[src/rtl/spike_rate_decoder.sv]
// spike_rate_decoder: counts spikes per channel over a programmable window
// and streams the counts out, one channel per beat, over a valid/ready port.
//
// Ports:
//   clk, rst        clock, asynchronous active-high reset
//   en              counting enable (low clears the live counters and window)
//   spike_in[NCH]   one spike flag per channel
//   win_len[WIN_W]  window length in enabled cycles, 0 means 2^WIN_W
//   out_valid       a count beat is presented
//   out_ready       the consumer accepts the beat
//   out_chan[3]     channel index of the current beat
//   out_count       count for out_chan
//   out_last        high on the beat for channel NCH-1
//   overrun         sticky: a window ended while a drain was still in progress
module spike_rate_decoder #(
    parameter int NCH   = 5,
    parameter int CNT_W = 8,
    parameter int WIN_W = 8
) (
    input  logic             clk,
    input  logic             rst,
    input  logic             en,
    input  logic [NCH-1:0]   spike_in,
    input  logic [WIN_W-1:0] win_len,
    output logic             out_valid,
    input  logic             out_ready,
    output logic [2:0]       out_chan,
    output logic [CNT_W-1:0] out_count,
    output logic             out_last,
    output logic             overrun
);

    localparam logic [CNT_W-1:0] CMAX    = '1;
    localparam logic [CNT_W-1:0] ONE_C   = 1;
    localparam logic [WIN_W-1:0] ONE_W   = 1;
    localparam logic [2:0]       LAST_CH = 3'(NCH - 1);

    typedef enum logic {
        IDLE,
        DRAIN
    } state_t;

    state_t state, state_nx;

    logic [CNT_W-1:0] live [NCH];
    logic [CNT_W-1:0] snap [NCH];
    logic [CNT_W-1:0] inc  [NCH];

    logic [WIN_W-1:0] w;
    logic [WIN_W-1:0] lm1_q;
    logic [WIN_W-1:0] lm1;
    logic             win_end;
    logic             fire;
    logic             last_fire;
    logic             load;
    logic             adv;
    logic [2:0]       chan_inc;
    logic [CNT_W-1:0] cnt_nx;

    assign out_valid = (state == DRAIN);

    always_comb begin
        // Window length minus one; win_len=0 wraps to all ones = 2^WIN_W-1.
        // Sampled fresh at w=0, held for the rest of the window.
        lm1       = (w == '0) ? (win_len - ONE_W) : lm1_q;
        win_end   = en && (w == lm1);
        fire      = out_valid && out_ready;
        last_fire = fire && out_last;
        // A new snapshot is only taken if the port is free after this edge.
        load      = win_end && ((state == IDLE) || last_fire);
        adv       = fire && !out_last;
        chan_inc  = out_chan + 3'd1;
        cnt_nx    = '0;
        for (int i = 0; i < NCH; i++) begin
            inc[i] = (spike_in[i] && (live[i] != CMAX)) ?
                     (live[i] + ONE_C) : live[i];
            if (3'(i) == chan_inc) begin
                cnt_nx = snap[i];
            end
        end
    end

    always_comb begin
        state_nx = state;
        unique case (state)
            IDLE: begin
                if (load) begin
                    state_nx = DRAIN;
                end
            end
            DRAIN: begin
                if (last_fire && !load) begin
                    state_nx = IDLE;
                end
            end
            default: state_nx = IDLE;
        endcase
    end

    always_ff @(posedge clk or posedge rst) begin
        if (rst) begin
            state <= IDLE;
        end else begin
            state <= state_nx;
        end
    end

    always_ff @(posedge clk or posedge rst) begin
        if (rst) begin
            w         <= '0;
            lm1_q     <= '0;
            overrun   <= 1'b0;
            out_chan  <= '0;
            out_count <= '0;
            out_last  <= 1'b0;
            for (int i = 0; i < NCH; i++) begin
                live[i] <= '0;
                snap[i] <= '0;
            end
        end else begin
            if (!en) begin
                w       <= '0;
                overrun <= 1'b0;
                for (int i = 0; i < NCH; i++) begin
                    live[i] <= '0;
                end
            end else begin
                if (w == '0) begin
                    lm1_q <= lm1;
                end
                if (win_end) begin
                    w <= '0;
                    for (int i = 0; i < NCH; i++) begin
                        live[i] <= '0;
                    end
                    if (!load) begin
                        overrun <= 1'b1;
                    end
                end else begin
                    w <= w + ONE_W;
                    for (int i = 0; i < NCH; i++) begin
                        live[i] <= inc[i];
                    end
                end
            end

            if (load) begin
                for (int i = 0; i < NCH; i++) begin
                    snap[i] <= inc[i];
                end
                out_chan  <= '0;
                out_count <= inc[0];
                out_last  <= (LAST_CH == 3'd0);
            end else if (adv) begin
                out_chan  <= chan_inc;
                out_count <= cnt_nx;
                out_last  <= (chan_inc == LAST_CH);
            end
        end
    end

endmodule

[config.mk]
export PLATFORM = sky130hd
export DESIGN_NAME = spike_rate_decoder
export DESIGN_NICKNAME = d
export VERILOG_FILES = /design/src/rtl/spike_rate_decoder.sv
export SDC_FILE = /design/constraint.sdc
export NUM_CORES = 1
export LEC_CHECK = 0
export CORE_AREA = 2 2 96 98
export DETAILED_ROUTE_END_ITERATION = 6
export DIE_AREA = 0 0 98 100
export GPL_ROUTABILITY_DRIVEN = 0
export PLACE_DENSITY = 0.81
export SKIP_CTS_REPAIR_TIMING = 1
export SYNTH_ARGS = -nofsm -noshare
export SYNTH_HDL_FRONTEND = slang
export SYNTH_SLANG_ARGS = --single-unit
[constraint.sdc]
create_clock -name clk -period 9.91 [get_ports clk]
set_input_delay 0.991 -clock clk [delete_from_list [all_inputs] [get_ports clk]]
set_output_delay 0.991 -clock clk [all_outputs]
set_load 0.005 [all_outputs]
==> flow_metrics.py <==
metrics = {
    "timing": {
        "fin_crit_sh": 0.408,
        "worst_pin_slew_ns": 1.18,
        "finalSetupTns_ns": 0,
        "relSlewSlack": 0.207,
        "maxSlewViolCount": 0,
        "holdWs_ns": 0.503,
        "final-setup-viol-count": 0,
        "rsz0062_at_grt": "false",
        "fin_worst_skew_ns": 0.0165,
        "fmax_mhz": 247,
        "fin_crit_ns": 4.05,
        "final-hold-violation-count": 0,
    },
    "logic_synthesis": {
        "ys.flop_type": "dfrtp_1",
        "ys_seq_area_frac": 0.507,
        "synth-simple-area-share": 0.201,
        "synth.net_count": 610,
        "avgSynthCellArea_um2": 9.38,
        "syn_area_mm2": 0.00543,
        "async_flop_share": 1.00,
        "synthDistinctLibCells": 48,
        "synth_area_leaders": "dfrtp_1 (51%), nand2_1 (5.1%), xnor2_1 (4.7%), nor2_1 (4.4%), xor2_1 (3.7%)",
        "synth_warnings": 0,
        "synth_edf_count": 0,
        "synth_top_family_by_area": "simple AND/OR/NAND/NOR gates",
        "netlist_instances": 579,
        "synthMuxAreaShare": 0.0131,
        "synth-seq-cells": 110,
        "synthAdderAreaFrac": 0.0323,
        "yosysTopAreaCell": "dfrtp_1",
        "synth_top_area_share": 0.507,
        "synth_compound_gate_area_share": 0.124,
        "synth_xor_area_frac": 0.0839,
    },
    "cells_and_area": {
        "n_antenna_cell": 0,
        "nFillCells": 695,
        "design_area_mm2": 0.00598,
        "syn2layout_area_growth_pct": 10.1,
        "drive_above_1_share": 0.0433,
        "utilization": 0.673,
        "fin_nets": 626,
    },
    "critical_path": {
        "crit_chain": "clkdlybuf4s50_1, inv_1, ha_1, or3b_1, o31ai_1, a31oi_1, xnor2_1, nand3_1, o21ai_4, nor2_1",
        "cp_num_buf_inv": 2,
        "worstPathRequired_ns": 10.12,
        "arrival_ns": 4.26,
        "critPathTopFamily": "compound AO/OA/AOI/OAI gates",
        "max_stage_delay_ns": 0.97,
        "cpMaxStageDelayCell": "o21ai_4",
        "crit_path_max_fanout": 48,
        "critPathKind": "input pin to flop",
        "end_kind": "flop",
        "worst_setup_path_start_kind": "input pin",
    },
    "detailed_routing": {
        "firstDrtPassIters": 5,
        "drc_errors": 0,
        "vias": 4204,
        "via_per_inst": 5.91,
        "wl_per_cell_um": 15.9,
        "ant_nets": 0,
        "drt_wl_total_um": 11300,
        "drtIter0Drc": 330,
    },
    "global_route": {
        "overflow": 0,
        "grt_pass1_vias": 4072,
        "track_usage": 0.247,
        "antenna_found_initial": 0,
        "grt_pass1_wl_um": 19500,
        "grt_max_degree": 58,
    },
    "cts": {
        "clockBufferDepth": 2,
        "htreeDepth": 3,
        "clk_pin_slew_ns": 0.11,
        "tritoncts": "yes",
        "cts.sinks": 110,
        "numCtsBuffers": 9,
        "clock_latency_ns": 0.38,
        "root_buffer": "clkbuf_8",
    },
    "power": {
        "swShare": 0.344,
        "p_leak_uw": 0.00259,
        "power_frac_seq": 0.485,
        "cellPowerDensity_mw_per_mm2": 187,
        "pwr-share-comb": 0.278,
        "totalPowerFinal_uw": 1120,
        "clockPowerShare": 0.237,
        "p_int_uw": 735,
        "p_sw_uw": 385,
        "ir_drop_uv": 116,
    },
    "placed_design": {
        "place_hpwl_um": 8060,
        "placed_area_mm2": 0.00579,
        "numPortBuffers": 30,
    },
    "die": {
        "die_y_um": 100,
        "initial_core_util": 0.611,
        "ioPinCount": 31,
        "die_width_um": 98,
        "die-area_mm2": 0.00980,
        "coreArea_mm2": 0.00889,
        "row_count": 35,
    },
    "job": {
        "cap_violations": 0,
    },
    "status": {
        "status": "complete, no violations",
    },
    "worst_hold_path": {
        "hp-class": "flop to flop",
    },
}
## worst min-delay path: stages, from the launching register on
cell and delay (ns):
dfrtp_1 0.36, nand2_1 0.05, o21ai_1 0.06
## synthesized netlist by cell type, types with 2 or more instances
library cell,count
dfrtp_1,110
nand2_1,74
nor2_1,64
o21ai_1,39
nand3_1,38
xnor2_1,29
inv_1,23
xor2_1,23
a21oi_1,20
clkbuf_1,17
ha_1,14
o21ai_0,11
buf_2,10
nand4_1,9
a311oi_1,8
nor3_1,8
a31oi_1,7
and3_1,7
o211ai_1,7
or3_1,7
mux2i_1,6
nor2b_1,6
o21a_1,6
a211oi_1,5
nand2b_1,3
a2bb2oi_1,2
and2_1,2
and4_1,2
o31ai_1,2
or2_1,2
## worst paths after layout
kind,start,end,slack [ns],depth (start not counted)
hold / removal,snap[33]$_DFFE_PP0P_,snap[33]$_DFFE_PP0P_,0.50,2
max in group asynchronous,rst,live[10]$_DFF_PP0_,7.73,3
setup reg to reg,w[0]$_DFF_PP0_,live[15]$_DFF_PP0_,6.41,9
min in group asynchronous,rst,out_chan[0]$_DFFE_PP0P_,1.05,2
setup / recovery,win_len[0],live[15]$_DFF_PP0_,5.86,10
hold reg to reg,snap[33]$_DFFE_PP0P_,snap[33]$_DFFE_PP0P_,0.50,2
## flip-flops by register name, summed over array words and instances, names as in the netlist
signal and cells:
out_valid 1, overrun 1, live 40, out_chan 3, out_last 1, lm1_q 8, out_count 8, w 8
snap 40
## power by group through the flow
stage                     clock network, uW  logic [uW]  registers [uW]
after floorplan                           0         208             540
after global placement                    0         295             549
after detailed placement                  0         307             552
after CTS                               271         310             543
after global routing                    288         349             551
final                                   265         311             543
## cell type report
cell class	instances	area, um2	share of cell area
Clock buffer	9	124	0.0207
Clock inverter	7	71.3	0.0119
Inverter	24	92.6	0.0155
Multi-Input combinational cell	417	2480	0.414
Sequential cell	110	2750	0.460
Tap cell	111	139	0.0232
Timing Repair Buffer	33	323	0.0540
## through the flow
| step | cells | worst slack (ns) |
|---|---|---|
| detailed placement | 695 | 5.44 |
| global placement | 695 | 5.63 |
| CTS | 711 | 5.85 |
| global route | 711 | 5.60 |
| floorplan | 579 | 6.02 |
| finish | 711 | 5.86 |
## cell families (layout without fill, tap and decap cells)
logic type | after synthesis | after routing
adders and majority gates | 14 | 14
DFF | 110 | 110
buffers and inverters | 52 | 73
AOI/OAI and AO/OA | 112 | 112
muxes | 7 | 7
and+or+nand+nor | 232 | 232
xor gates and xnor gates | 52 | 52
## routing by layer
layer,up-vias,track usage,routed length (um)
li1,2015,-,-
met2,97,0.420,5630
met3,24,0.0355,422
met5,-,0,0
met1,2068,0.331,5030
met4,0,0.0844,256
## cells in the final DEF (no fill, tap or decap), types with 8 or more instances in the layout
cell type,instances
dfrtp_1,110
clkbuf_8,9
nand4_1,9
a21oi_1,20
ha_1,14
inv_1,22
nor3_1,8
o21ai_0,11
nor2_1,64
nand3_1,38
nand2_1,74
clkdlybuf4s50_1,30
o21ai_1,38
xnor2_1,29
a311oi_1,8
xor2_1,23
(Power assumes the default switching activity.)
